<file path="src/rtl/edge_sched_pkg.sv">
// Shared types and constants for the edge counter window scheduler.
// EDGE_SCHED_TIMESTAMP_EN adds the counter's 64-bit timestamp to each result word.
package edge_sched_pkg;

    typedef enum logic [2:0] {
        IDLE,
        CLR,
        ARM,
        GATE,
        CLOSE,
        SAVE,
        WAIT_WR,
        GAP
    } state_t;

    localparam logic [63:0] CMD_START = 64'h1;
    localparam logic [63:0] CMD_STOP  = 64'h2;
    localparam logic [63:0] CMD_SAVE  = 64'h4;
    localparam logic [63:0] CMD_RESET = 64'h8;

    localparam int WR_TIMEOUT = 64;

`ifdef EDGE_SCHED_TIMESTAMP_EN
    localparam int TS_W = 64;
`else
    localparam int TS_W = 0;
`endif

    // Command issued on the cycle the scheduler sits in a given state.
    function automatic logic [63:0] state_cmd(input state_t s);
        case (s)
            CLR:     return CMD_RESET;
            ARM:     return CMD_START;
            CLOSE:   return CMD_STOP;
            SAVE:    return CMD_SAVE;
            default: return 64'd0;
        endcase
    endfunction

endpackage

</file>
<file path="src/rtl/edge_sched_fifo.sv">
// Synchronous result FIFO; a push while full is accepted only if a pop frees a slot that cycle.
module edge_sched_fifo #(
    parameter int WIDTH = 32,
    parameter int DEPTH = 8
) (
    input  logic             clk,
    input  logic             reset_n,
    input  logic             push,
    input  logic             pop,
    input  logic [WIDTH-1:0] din,
    output logic [WIDTH-1:0] dout,
    output logic             full,
    output logic             empty
);
    localparam int AW = $clog2(DEPTH);

    logic [WIDTH-1:0] mem [DEPTH];
    logic [AW:0]      wr_ptr, rd_ptr;
    logic             do_push, do_pop;

    assign do_pop  = pop && !empty;
    assign do_push = push && (!full || do_pop);

    // Extra pointer bit separates full from empty when the indices match.
    assign empty = (wr_ptr == rd_ptr);
    assign full  = (wr_ptr[AW] != rd_ptr[AW]) && (wr_ptr[AW-1:0] == rd_ptr[AW-1:0]);
    assign dout  = mem[rd_ptr[AW-1:0]];

    always_ff @(posedge clk) begin
        if (do_push) mem[wr_ptr[AW-1:0]] <= din;
    end

    always_ff @(posedge clk or negedge reset_n) begin
        if (!reset_n) begin
            wr_ptr <= '0;
            rd_ptr <= '0;
        end else begin
            if (do_push) wr_ptr <= wr_ptr + 1'b1;
            if (do_pop)  rd_ptr <= rd_ptr + 1'b1;
        end
    end

endmodule

</file>
<file path="src/rtl/edge_count_scheduler.sv">
// Runs the edge counter through repeated gated windows and queues captured counts for readout.
// EDGE_SCHED_TIMESTAMP_EN prepends cnt_data[127:64] to every result word.
module edge_count_scheduler
    import edge_sched_pkg::*;
#(
    parameter int DATA_WIDTH = 16,
    parameter int WIN_W      = 32,
    parameter int FIFO_DEPTH = 8
) (
    input  logic                          clk,
    input  logic                          reset_n,
    input  logic                          start,
    input  logic                          abort,
    input  logic [WIN_W-1:0]              window_len,
    input  logic [WIN_W-1:0]              gap_len,
    input  logic [15:0]                   num_windows,
    output logic [63:0]                   cmd_out,
    input  logic                          cnt_write,
    input  logic [127:0]                  cnt_data,
    output logic [TS_W+16+DATA_WIDTH-1:0] res_data,
    output logic                          res_valid,
    input  logic                          res_ready,
    output logic                          busy,
    output logic                          done,
    output logic                          overflow
);
    localparam int               RES_W    = TS_W + 16 + DATA_WIDTH;
    localparam int               TMO_W    = $clog2(WR_TIMEOUT);
    localparam logic [TMO_W-1:0] TMO_LAST = TMO_W'(WR_TIMEOUT - 1);

    state_t           state, state_d;
    logic [63:0]      cmd_d;
    logic [WIN_W-1:0] wlen_q, gap_q, tcnt;
    logic [15:0]      nwin_q, win_done, win_idx;
    logic [TMO_W-1:0] tmo;
    logic             run_go, last_win, wr_timeout, win_end;
    logic             push, pop, fifo_full, fifo_empty;
    logic [RES_W-1:0] push_word;
    logic             unused_cnt_bits;

    assign run_go     = (state == IDLE) && start && !abort;
    assign last_win   = (nwin_q != 16'd0) && (win_done + 16'd1 == nwin_q);
    assign wr_timeout = (state == WAIT_WR) && !cnt_write && (tmo == TMO_LAST);
    assign win_end    = (state == WAIT_WR) && (cnt_write || wr_timeout);
    assign push       = (state == WAIT_WR) && cnt_write;
    assign pop        = res_ready && !fifo_empty;
    assign busy       = (state != IDLE);
    assign res_valid  = !fifo_empty;

    always_comb begin
        state_d = state;
        case (state)
            IDLE:    if (run_go) state_d = CLR;
            CLR:     state_d = ARM;
            ARM:     state_d = (wlen_q == WIN_W'(1)) ? CLOSE : GATE;
            GATE:    if (tcnt == '0) state_d = CLOSE;
            CLOSE:   state_d = SAVE;
            SAVE:    state_d = WAIT_WR;
            WAIT_WR: if (win_end) state_d = last_win ? IDLE : ((gap_q == '0) ? CLR : GAP);
            GAP:     if (tcnt == '0) state_d = CLR;
            default: state_d = IDLE;
        endcase
        if (abort && (state != IDLE)) state_d = IDLE;
        // An abort with the gate open still has to close it on the way out.
        if (abort && ((state == ARM) || (state == GATE)))
            cmd_d = CMD_STOP;
        else
            cmd_d = state_cmd(state_d);
    end

    always_ff @(posedge clk or negedge reset_n) begin
        if (!reset_n) begin
            state   <= IDLE;
            cmd_out <= '0;
            done    <= 1'b0;
        end else begin
            state   <= state_d;
            cmd_out <= cmd_d;
            done    <= (state != IDLE) && (state_d == IDLE);
        end
    end

    // Run parameters are frozen at start so host writes mid-run have no effect.
    always_ff @(posedge clk or negedge reset_n) begin
        if (!reset_n) begin
            wlen_q   <= WIN_W'(1);
            gap_q    <= '0;
            nwin_q   <= '0;
            win_done <= '0;
            win_idx  <= '0;
        end else if (run_go) begin
            wlen_q   <= (window_len == '0) ? WIN_W'(1) : window_len;
            gap_q    <= gap_len;
            nwin_q   <= num_windows;
            win_done <= '0;
            win_idx  <= '0;
        end else begin
            if (win_end) win_done <= win_done + 16'd1;
            if (push)    win_idx  <= win_idx + 16'd1;
        end
    end

    // GATE holds window_len-1 cycles so STOP lands window_len cycles after START.
    always_ff @(posedge clk or negedge reset_n) begin
        if (!reset_n) begin
            tcnt <= '0;
            tmo  <= '0;
        end else begin
            if (state == ARM)
                tcnt <= wlen_q - WIN_W'(2);
            else if (state == WAIT_WR)
                tcnt <= gap_q - WIN_W'(1);
            else if (tcnt != '0)
                tcnt <= tcnt - WIN_W'(1);
            tmo <= (state == WAIT_WR) ? tmo + TMO_W'(1) : '0;
        end
    end

    always_ff @(posedge clk or negedge reset_n) begin
        if (!reset_n)
            overflow <= 1'b0;
        else if (run_go)
            overflow <= 1'b0;
        else if (wr_timeout || (push && fifo_full && !pop))
            overflow <= 1'b1;
    end

`ifdef EDGE_SCHED_TIMESTAMP_EN
    assign push_word = {cnt_data[127:64], win_idx, cnt_data[DATA_WIDTH-1:0]};
`else
    assign push_word = {win_idx, cnt_data[DATA_WIDTH-1:0]};
`endif
    assign unused_cnt_bits = ^cnt_data[127:DATA_WIDTH];

    edge_sched_fifo #(
        .WIDTH (RES_W),
        .DEPTH (FIFO_DEPTH)
    ) u_fifo (
        .clk     (clk),
        .reset_n (reset_n),
        .push    (push),
        .pop     (pop),
        .din     (push_word),
        .dout    (res_data),
        .full    (fifo_full),
        .empty   (fifo_empty)
    );

endmodule
</file>
<file path="config.mk">
export PLATFORM = sky130hd
export DESIGN_NAME = edge_count_scheduler
export DESIGN_NICKNAME = d
export VERILOG_FILES = /design/src/rtl/edge_sched_pkg.sv /design/src/rtl/edge_sched_fifo.sv /design/src/rtl/edge_count_scheduler.sv
export SDC_FILE = /design/constraint.sdc
export NUM_CORES = 1
export LEC_CHECK = 0
export BUFFER_PORTS_ARGS = -buffer_cell sky130_fd_sc_hd__buf_2
export CAP_MARGIN = 15
export CORE_MARGIN = 2
export CORE_UTILIZATION = 45
export CTS_CLUSTER_DIAMETER = 60
export DETAILED_ROUTE_END_ITERATION = 7
export GPL_ROUTABILITY_DRIVEN = 0
export GPL_TIMING_DRIVEN = 0
export PLACE_DENSITY = 0.77
export SETUP_SLACK_MARGIN = 0.1
export SLEW_MARGIN = 20
export SYNTH_ARGS = -nofsm -noshare
export SYNTH_HDL_FRONTEND = slang
export SYNTH_SLANG_ARGS = --single-unit
</file>
<file path="constraint.sdc">
create_clock -name clk -period 6.5 [get_ports clk]
set_clock_uncertainty 0.2 [all_clocks]
set_input_delay 0.325 -clock clk [delete_from_list [all_inputs] [get_ports clk]]
set_output_delay 0.325 -clock clk [all_outputs]
set_load 0.01 [all_outputs]
</file>
* Word-level counts from Yosys, hierarchy flattened
Memories as Yosys holds them, arrays and structs flattened.
Index checks and enable logic that the tools add are counted.
** Word-level totals
- Flip-flop bits (word level) :: 227
- Bits in writable memories :: 256
- Bits of input ports :: 214
- Output and inout port bits :: 100
- Word-level logic and storage cells :: 100
- Memories :: 1
** Memories
- u_fifo.mem :: words 8, width 32, rd ports 1, clocked after Yosys merged registers in 0, wr ports 1, line edge_sched_fifo.sv:17 : logic [WIDTH-1:0] mem [DEPTH];
** Operators by class
- $add $sub $neg :: 8
- Eq/ne operators :: 17
- Muxes and demuxes :: 24
- Reductions and logical operators :: 37
** Operator list (number)
- 32-bit two-way mux :: 4
- 32-bit zero test :: 3
- 16-bit two-way mux :: 4
- 32-bit by 1-bit subtractor with 32-bit output, second input constant :: 2
- 16-bit by 1-bit adder with 16-bit output, second input constant :: 2
- 32-bit by 1-bit == test with 1-bit output, second input constant :: 1
- 32-bit nonzero test :: 1
- 32-bit by 2-bit subtractor with 32-bit output, second input constant :: 1
- 3-bit two-way mux :: 8
- 3-bit case mux with 8 select lines :: 1
- 3-bit == test, second input constant :: 6
- 16-bit == test :: 1
- 1-bit logical AND :: 16
- 4-bit case mux with 4 select lines :: 1
- 16-bit nonzero test :: 1
- 3-bit by 2-bit == test with 1-bit output, second input constant :: 3
- 4-bit by 1-bit adder with 4-bit output, second input constant :: 2
- 6-bit by 1-bit adder with 6-bit output, second input constant :: 1
- 3-bit by 1-bit == test with 1-bit output, second input constant :: 2
- 6-bit == test, second input constant :: 1
- 3-bit zero test :: 2
- 6-bit two-way mux :: 1
- 2-bit nonzero test :: 3
- 3-bit nonzero test :: 2
- 7 further kinds :: 17

* Longest topological paths before layout
Gate-level depths: netlist of the first run.
- Word-level depth :: 11
- Mapped depth :: 16
- Depth with buffers taken out :: 10

* Modules after synthesis
A second synthesis of the first run with hierarchy kept.
** Unflattened totals
- Cell total of the unflattened synthesis :: 1542
- Area total of the unflattened synthesis :: 19626.3 um^2
** By module, submodules not included
- edge_sched_fifo :: instances 1, cells an instance 427, area each 10194.8 um^2, seq. area each 7887.6 um^2
- edge_count_scheduler :: instances 1, cells an instance 1115, area each 9431.5 um^2, seq. area each 3980.1 um^2

* Least setup slack after synthesis of the first run
Ideal clock, no wire load.
- Path kind :: flip-flop to flip-flop
- Start :: reg state[0]
- End :: mem u_fifo.mem[2][0] (enable)
- Library setup time :: 0.468 ns
- Arrival time :: 3.959 ns
- Required time :: 5.832 ns
- Slack :: 1.873 ns
- Stages on the path, launching flop included :: 10
- Buffers on the path :: 3
- Clock period less this slack :: 4.627 ns
- Cells stage by stage :: dfrtp_1 buf_4 and3b_1 buf_4 nand2_1 inv_1 and2_1 clkbuf_1 nand2b_1 nor3b_1
** Between the ends
- Longest elaborated chain between the ends :: 5
** Ends and longest elaborated chain
- start, declared :: line edge_count_scheduler.sv:31 : state_t state, state_d;
- start signal, assigned :: line edge_count_scheduler.sv:77 : state <= state_d;
- 3-bit == test :: line edge_count_scheduler.sv:45 : assign push = (state == WAIT_WR) && cnt_write;
- 1-bit logical AND :: line edge_count_scheduler.sv:45
- 1-bit logical AND :: line edge_sched_fifo.sv:22 : assign do_push = push && (!full || do_pop);
- 1-bit two-way mux :: line edge_sched_fifo.sv:30 : if (do_push) mem[wr_ptr[AW-1:0]] <= din;
- 1-bit two-way mux (implied by the code) :: line edge_sched_fifo.sv:30
- end, declared :: line edge_sched_fifo.sv:17
No other way between the ends.

* Final worst setup path of the first run
- Start :: reg state[0]
- End :: reg tcnt[22]
** Between the ends
- Longest elaborated chain between the ends :: 3
- Elaborated cells on any way between the ends :: 5
- Classes of those cells :: eq/ne: 2; mux: 2; reduce/logical: 1
** Ends and longest elaborated chain
- 3-bit == test :: line edge_count_scheduler.sv:111 : else if (state == WAIT_WR)
- 32-bit two-way mux :: line edge_count_scheduler.sv:111
- 32-bit two-way mux :: line edge_count_scheduler.sv:109 : if (state == ARM)
- end signal, assigned :: line edge_count_scheduler.sv:110 : tcnt <= wlen_q - WIN_W'(2);
- end signal, assigned :: line edge_count_scheduler.sv:112 : tcnt <= gap_q - WIN_W'(1);
- end signal, assigned :: line edge_count_scheduler.sv:114 : tcnt <= tcnt - WIN_W'(1);
- end, declared :: line edge_count_scheduler.sv:33 : logic [WIN_W-1:0] wlen_q, gap_q, tcnt;
Parallel ways exist; a longest one is shown, timed or not.
A chain may end at the register's enable or synchronous reset.

==> results of run 1 <==
## flip-flops by register name (all words and copies together), names as in the netlist, 6 cells and up
name	count
u_fifo.mem	256
gap_q	32
tcnt	32
wlen_q	32
nwin_q	16
win_done	16
win_idx	16
tmo	6
## cell families (layout without fill, tap and decap cells)
family	count (synthesis)	after routing	share of synthesized area, %
and+or+nand+nor	612	612	15.3
muxes	128	128	10.8
DFF	423	423	60.2
xor gates and xnor gates	110	110	4.89
adders and majority gates	7	7	0.444
AOI/OAI and AO/OA	125	125	4.07
buffers and inverters	149	503	4.32
other	1	60	0.0190
## layer usage
metal  vias to the layer above  part of all wire [%]
met1                      6810                    38
met2                       631                    51
li1                       6328                     -
met3                       129                   6.9
met4                         0                   3.6
met5                         -                     0
## stage by stage
step | setup TNS (ns) | util (%) | instances | hold WS [ns]
finish | 0 | 56.1 | 2553 | 0.122
global route | 0 | 56.1 | 2553 | 0.177
CTS | 0 | 56.1 | 2553 | 0.117
detailed placement | 0 | 50.3 | 2370 | 0.159
global placement | -86.72 | 49.5 | 2339 | 0.248
floorplan | 0 | - | 1614 | -0.171
## critical path: cells and delay by family (launching register included)
kind	cells	cell delay [ns]
buf+inv	7	1.79
fa+ha+maj	1	0.27
mux	1	0.29
xor+xnor	1	0.14
flops	1	0.36
compound gates	2	0.56
simple gates	4	1.10
## path summary, 6_finish.rpt
kind / endpoint / start
max: tcnt[22] / state[0]
min: wlen_q[25] / reset_n
max reg2reg: tcnt[22] / state[0]
min reg2reg: tmo[0] / tmo[0]
max in group asynchronous: u_fifo.rd_ptr[0] / reset_n
min in group clk: nwin_q[0] / num_windows[0]
## layout by cell type (no fill, tap or decap), types with 9 or more instances in the layout
cell / n
sky130_fd_sc_hd__a211oi_1: 12
sky130_fd_sc_hd__a21oi_1: 33
sky130_fd_sc_hd__and2_1: 10
sky130_fd_sc_hd__and3_1: 10
sky130_fd_sc_hd__buf_2: 149
sky130_fd_sc_hd__buf_4: 90
sky130_fd_sc_hd__clkbuf_1: 66
sky130_fd_sc_hd__clkbuf_16: 45
sky130_fd_sc_hd__conb_1: 60
sky130_fd_sc_hd__dfrtp_1: 166
sky130_fd_sc_hd__dlygate4sd3_1: 102
sky130_fd_sc_hd__edfxtp_1: 256
sky130_fd_sc_hd__mux2_2: 39
sky130_fd_sc_hd__mux2i_1: 25
sky130_fd_sc_hd__mux4_2: 64
sky130_fd_sc_hd__nand2_1: 299
sky130_fd_sc_hd__nand2b_1: 9
sky130_fd_sc_hd__nand3_1: 19
sky130_fd_sc_hd__nand4_1: 21
sky130_fd_sc_hd__nor2_1: 81
sky130_fd_sc_hd__nor3_1: 42
sky130_fd_sc_hd__nor4_1: 37
sky130_fd_sc_hd__o21ai_0: 32
sky130_fd_sc_hd__or3_1: 18
sky130_fd_sc_hd__xnor2_1: 53
sky130_fd_sc_hd__xor2_1: 57
## power breakdown
| part | total, mW | internal (mW) | switching [mW] |
|---|---|---|---|
| clock | 2.58 | 1.51 | 1.07 |
| combinational | 2.13 | 1.01 | 1.12 |
| sequential | 3.38 | 3.10 | 0.284 |
## cell usage after synthesis (5+ instances only)
cell / number / area share [%]
sky130_fd_sc_hd__nand2_1: 299 / 5.7
sky130_fd_sc_hd__edfxtp_1: 256 / 39
sky130_fd_sc_hd__dfrtp_1: 166 / 21
sky130_fd_sc_hd__nor2_1: 83 / 1.6
sky130_fd_sc_hd__buf_4: 66 / 2.5
sky130_fd_sc_hd__mux4_2: 64 / 7.3
sky130_fd_sc_hd__xor2_1: 57 / 2.5
sky130_fd_sc_hd__clkbuf_1: 55 / 1.0
sky130_fd_sc_hd__xnor2_1: 53 / 2.4
sky130_fd_sc_hd__nor3_1: 44 / 1.1
sky130_fd_sc_hd__mux2_2: 39 / 2.2
sky130_fd_sc_hd__nor4_1: 37 / 1.2
sky130_fd_sc_hd__a21oi_1: 33 / 0.84
sky130_fd_sc_hd__o21ai_0: 32 / 0.81
sky130_fd_sc_hd__mux2i_1: 25 / 1.3
sky130_fd_sc_hd__nand4_1: 21 / 0.67
sky130_fd_sc_hd__nand3_1: 19 / 0.48
sky130_fd_sc_hd__or3_1: 18 / 0.57
sky130_fd_sc_hd__a211oi_1: 12 / 0.46
sky130_fd_sc_hd__nor3b_1: 12 / 0.46
sky130_fd_sc_hd__and2_1: 10 / 0.32
sky130_fd_sc_hd__and3_1: 10 / 0.32
sky130_fd_sc_hd__buf_2: 10 / 0.25
sky130_fd_sc_hd__nand2b_1: 9 / 0.29
sky130_fd_sc_hd__o31ai_1: 8 / 0.30
sky130_fd_sc_hd__buf_1: 7 / 0.13
sky130_fd_sc_hd__ha_1: 7 / 0.44
sky130_fd_sc_hd__or4_1: 7 / 0.27
sky130_fd_sc_hd__inv_1: 6 / 0.11
sky130_fd_sc_hd__a31oi_1: 5 / 0.16
sky130_fd_sc_hd__nand3b_1: 5 / 0.19
sky130_fd_sc_hd__nor2b_1: 5 / 0.16
sky130_fd_sc_hd__o22ai_1: 5 / 0.16
## layout make-up
type / instances / area [µm²]
multi-input cells: 1042 / 7260
plain buffers: 143 / 828
inverters: 6 / 22.5
well taps: 585 / 732
clock buffers: 62 / 1250
repair buffers: 273 / 2030
flip-flops and latches: 423 / 11900
fillers: 3403 / 18900
clock inverters: 19 / 225
## what timing repair did
action / 4_1_cts / 5_1_grt
endpoints found under the setup margin: 0 / 0
hold buffers: 102 / 0
endpoints found under the hold margin: 305 / 0
buffers inserted: 0 / 0
==> flow_summary.yaml, run 1 <==
power_and_ir_drop:
  power_mw: 8.09
  vdd_drop_max_mv: 0.229
  leakagePower_nw: 9.49
  power.density_cell_area_nw_per_um2: 334
global_route:
  met3_usage_pct: 3.78
  antenna_found_initial: 0
  overflow: 0
  globalRouteTotalUtil_pct: 22.3
  vias_in_the_first_global_route: 14172
  grtUsageMet2_pct: 39.7
  grt_pass1_wl_um: 77700
  grt_max_degree: 87
  grt_busiest_layer: "met2"
  use_met1_pct: 26.8
die:
  top_level_ports: 314
  die_area_um2: 45500
  fp.dieH_um: 213
  initial_core_util_pct: 45.7
  floorplan.rows: 76
  chipWidth_um: 213
  core_area_um2: 43200
setup_path:
  r2r_slack_ns: 1.65
  worst_path_max_delay_cell: "sky130_fd_sc_hd__a211oi_1"
  series_of_cell_instances_along_the_critical_path: "buf_4 > and3b_1 > buf_4 > buf_2 > buf_2 > buf_2 > mux2i_1 > ha_1 > inv_1 > a211oi_1 > nand4_1 > buf_2 > nor4_1 > xnor2_1 > a21oi_1 > nor2_1"
  most_common_cell_on_crit_path: "sky130_fd_sc_hd__buf_2"
  crit_required_ns: 6.75
  worstSetupPathType: "register to register"
  worst_path_largest_cell_delay_ns: 0.40
  startpoint_type: "register"
  r2r.worst_path.cells: 16
  sort_of_element_at_the_end_of_the_critical_path: "register"
  critPathMaxFanout: 10
  worst-endpoint-arrival_ns: 5.10
yosys:
  synth.cell_area_um2: 19700
  average_cell_area_after_synthesis_um2: 12.7
  synth_sequential_area_ratio_pct: 60.2
  unique_cell_type_count_in_the_yosys_netlist: 73
  yosys_warnings: 0
  ys.flop_type: "sky130_fd_sc_hd__edfxtp_1"
  gate_count_of_the_mapped_netlist: 1555
  synth-async-reset-ratio_pct: 39.5
  synth_edf_count: 256
  ffs_latches_synth: 423
detailed_routing:
  firstDrtPassIters: 5
  routed_wirelength_um: 50100
  route.vias.total: 13898
  detail_route.iter0.violations: 1068
  antenna_left: 0
  wl_per_cell_um: 19.6
  route.detailed.drc: 0
  vias_per_cell: 5.44
timing:
  post-route-worst-setup-slack_ns: 1.65
  slew_violations: 0
  maxClockFrequency_ghz: 0.206
  final_critical_period_ns: 4.85
  final-setup-viol-count: 0
  grt_setup_unrepaired: "false"
  slew_headroom_pct: 32.5
  finalHoldViolCount: 0
  worst-slew-pin-transition_ns: 1.01
  final.period_utilization_pct: 74.6
finish:
  areaGrowthSynthToFinish_pct: 22.9
  layout-drive-gt1-share_pct: 23.1
  diodes: 0
  final_net_count: 2154
  finalInstanceArea_um2: 24200
run:
  timing.max_cap.violations: 0
cts:
  clock_transition_at_the_register_clock_pins_on_the_worst_setup_and_hold_paths_after_cts_ns: 0.06
  worstSkewPairLatency_ns: 0.59
  cts_resized: 0
  htreeDepth: 2
  tritoncts: "yes"
  clock_buffer_count_from_cts: 44
  cts.sink_count: 423
  max-clock-path-buffers: 3
  clk_root_buffer_cell: "sky130_fd_sc_hd__clkbuf_16"
place:
  detailed_place_hpwl_um: 32900
  placedInstanceArea_um2: 21700
  port-buffer-count: 140
  place_worst_setup_slack_ns: 1.78
worst_hold_path:
  hold_class: "input port to async pin"
outcome:
  status: "completed"
(Power assumes the default switching activity.)
==> run 2, diff against run 1 <==
- ABC_AREA: not set -> 1
- PLACE_DENSITY: 0.77 -> 0.79
- clock period: 6.5 -> 4.36 ns (I/O delays scaled with it)
==> run 2 against run 1 <==
  * Sequential share of layout area shrank 0.46 points
  * Highest routed layer unchanged
  * Power grew 81%
  * Synthesized cell count grew 37%
  * Combinational power grew to 2.5 times the previous value
  * Global-route usage grew 2.0 points
  * Via count grew 23%
==> flow_summary.yaml, run 2 <==
power_and_ir_drop:
  sw_frac_of_total_pct: 39.1
  power.share.combinational_pct: 36.8
  power_mw: 14.6
  leakagePower_nw: 10.3
  power.density_cell_area_nw_per_um2: 599
  pwr-share-clk_pct: 27.2
  power.switching_mw: 5.73
  sequential_share_of_power_pct: 36.0
  vdd_drop_max_mv: 0.366
  p_int_mw: 8.91
global_route:
  overflow: 0
  antenna_found_initial: 1
  grt_pass1_wl_um: 88800
  vias_in_the_first_global_route: 17067
  globalRouteTotalUtil_pct: 24.3
  grt_max_degree: 94
setup_path:
  series_of_cell_instances_along_the_critical_path: "clkbuf_1 > clkbuf_1 > clkbuf_1 > nor2_1 > o22ai_1 > nor2_1 > a31oi_1 > buf_2"
  critical-path-top-delay-family: "buffers and inverters"
  crit_startpoint: "u_fifo.rd_ptr[0]"
  r2r.worst_path.cells: 10
  sort_of_element_at_the_end_of_the_critical_path: "primary output"
  cp.depth: 8
  critPathBufInv: 4
  worstSetupPathType: "register to primary output"
  worstReg2RegEnd: "u_fifo.mem[2][20]"
  most_common_cell_on_crit_path: "sky130_fd_sc_hd__clkbuf_1"
  worst_path_largest_cell_delay_ns: 0.55
  worst_path_max_delay_cell: "sky130_fd_sc_hd__clkbuf_1"
  worst_reg2reg_path_startpoint: "u_fifo.rd_ptr[0]"
  crit_required_ns: 3.94
  crit_end: "res_data[23]"
  worst-endpoint-arrival_ns: 3.53
  startpoint_type: "register"
  critPathMaxFanout: 10
  r2r_slack_ns: 1.16
cts:
  post_cts_setup_buffer_count: 0
  clock_buffer_count_from_cts: 44
  clock_transition_at_the_register_clock_pins_on_the_worst_setup_and_hold_paths_after_cts_ns: 0.06
  clk_root_buffer_cell: "sky130_fd_sc_hd__clkbuf_16"
  post_cts_hold_buffer_count: 101
  cts_resized: 0
  tritoncts: "yes"
  htreeDepth: 2
  cts.sink_count: 423
  max-clock-path-buffers: 3
  worstSkewPairLatency_ns: 0.59
timing:
  slew_headroom_pct: 44.2
  maxClockFrequency_ghz: 0.253
  slew_violations: 0
  grt_setup_unrepaired: "false"
  worst-slew-pin-transition_ns: 0.836
  final-setup-viol-count: 0
  finalSetupTns_ns: 0
  final.period_utilization_pct: 90.6
  final_critical_period_ns: 3.95
  finalHoldViolCount: 0
  hold_slack_ns: 0.0299
finish:
  areaGrowthSynthToFinish_pct: 22.5
  layout-drive-gt1-share_pct: 14.8
  final_net_count: 2719
  largest_reg_flops: 256
  layout.cells.most_common_list: "417 x sky130_fd_sc_hd__nand2_1, 354 x sky130_fd_sc_hd__nor2_1, 256 x sky130_fd_sc_hd__edfxtp_1, 207 x sky130_fd_sc_hd__o21ai_0, 166 x sky130_fd_sc_hd__dfrtp_1"
  layout.cells.most_common: "sky130_fd_sc_hd__nand2_1"
place:
  port-buffer-count: 141
  detailed_place_hpwl_um: 37700
yosys:
  ys.flop_type: "sky130_fd_sc_hd__edfxtp_1"
  unique_cell_type_count_in_the_yosys_netlist: 51
  yosys_warnings: 0
  ffs_latches_synth: 423
  average_cell_area_after_synthesis_um2: 9.34
  synth_edf_count: 256
  largest_family_of_logic_cells_by_synthesized_area: "simple AND/OR/NAND/NOR gates"
  synth.cell_area_um2: 20000
  synth-compound-area-share_pct: 10.6
  synth-async-reset-ratio_pct: 39.5
  synth_simple_gate_area_share_pct: 20.6
  gate_count_of_the_mapped_netlist: 2136
  xor_and_xnor_fraction_of_the_mapped_netlist_area_pct: 1.60
  yosys-top-cells-count: "417 x sky130_fd_sc_hd__nand2_1, 360 x sky130_fd_sc_hd__nor2_1, 256 x sky130_fd_sc_hd__edfxtp_1"
  synthMostInstantiatedCell: "sky130_fd_sc_hd__nand2_1"
  synth.mux.area_fraction_pct: 0
  synth_largest_type_area_fraction_pct: 38.5
  synth_sequential_area_ratio_pct: 59.5
  adder_cell_share_of_the_synthesized_area_pct: 0.439
  synth_area_leader_cell: "sky130_fd_sc_hd__edfxtp_1"
  ys_top_cells_by_area: "sky130_fd_sc_hd__edfxtp_1 39%, sky130_fd_sc_hd__dfrtp_1 21%, sky130_fd_sc_hd__nand2_1 7.8%, sky130_fd_sc_hd__nor2_1 6.8%, sky130_fd_sc_hd__o21ai_0 5.2%"
die:
  chipWidth_um: 215
  initial_core_util_pct: 45.3
  fp.dieH_um: 215
  die_area_um2: 46100
  core_area_um2: 44000
  top_level_ports: 314
  floorplan.rows: 77
detailed_routing:
  wl_per_cell_um: 18.1
  detail_route.iter0.violations: 1755
  route.vias.total: 17070
  routed_wirelength_um: 56500
  vias_per_cell: 5.46
  route.detailed.drc: 0
  antenna_left: 0
  firstDrtPassIters: 5
run:
  timing.max_cap.violations: 0
outcome:
  status: "completed"
worst_hold_path:
  hold_class: "input port to async pin"
run 2: worst min path at each step:
stage                     from         end  slack (ns)  depth (start not counted)
finish                 reset_n   gap_q[10]        0.03                          2
global route             start  win_idx[1]         0.1                          4
CTS                      start  win_idx[1]        0.02                          4
detailed placement     reset_n   gap_q[10]        0.09                          1
global placement    gap_len[4]    gap_q[4]        0.21                          3
floorplan              reset_n  cmd_out[0]       -0.28                          0
run 2: logic make-up after synthesis:
family	Yosys count
compound gates	384
xor+xnor	35
fa+ha+maj	7
buf+inv	314
flops	423
other cells	1
simple gates	972
run 2: per-layer routing:
metal | GRT usage [%] | up-vias | part of all wire (%)
li1 | - | 7804 | -
met1 | 29.6 | 8196 | 37
met2 | 42.5 | 898 | 50
met3 | 3.87 | 172 | 8.2
met4 | 11.0 | 0 | 4.3
met5 | 0 | - | 0
run 2: worst register-to-register path, cell delays in order (launching register included):
cell and delay, ns:
sky130_fd_sc_hd__dfrtp_1 0.46, sky130_fd_sc_hd__clkbuf_1 0.46, sky130_fd_sc_hd__xnor2_1 0.14, sky130_fd_sc_hd__nand3_1 0.09, sky130_fd_sc_hd__nor2_1 0.07, sky130_fd_sc_hd__nand2_1 0.06
sky130_fd_sc_hd__nand2_1 0.07, sky130_fd_sc_hd__or2_2 0.40, sky130_fd_sc_hd__nor3_2 0.45, sky130_fd_sc_hd__buf_4 0.28, sky130_fd_sc_hd__buf_4 0.21
run 2: final cells by class:
class | count | area (µm²)
antenna | 1 | 2.50
buffer | 147 | 827
inverter | 167 | 627
sequential | 423 | 11900
multi-input combinational | 1458 | 6910
clock buffer | 57 | 1220
fill | 3629 | 19600
tap | 592 | 741
clock inverter | 23 | 303
timing repair buffer | 257 | 1950
run 2: power groups by stage:
stage	Sequential, mW	Clock (mW)	Combinational [mW]
final	5.27	3.98	5.39
after global routing	5.33	4.15	5.96
after CTS	5.25	4.01	5.31
after detailed placement	5.33	0	5.19
after global placement	5.31	0	5.02
after floorplan	5.19	0	3.48
run 2: metrics by stage:
stage	setup slack, ns	area, µm²	std cells	util, %
after floorplan	0.179	20200	2195	-
after global placement	-2.12	21600	2928	49.1
after detailed placement	1.24	21900	2943	49.8
after CTS	0.521	24500	3124	55.5
after global routing	0.260	24500	3124	55.5
final	0.412	24500	3125	55.5
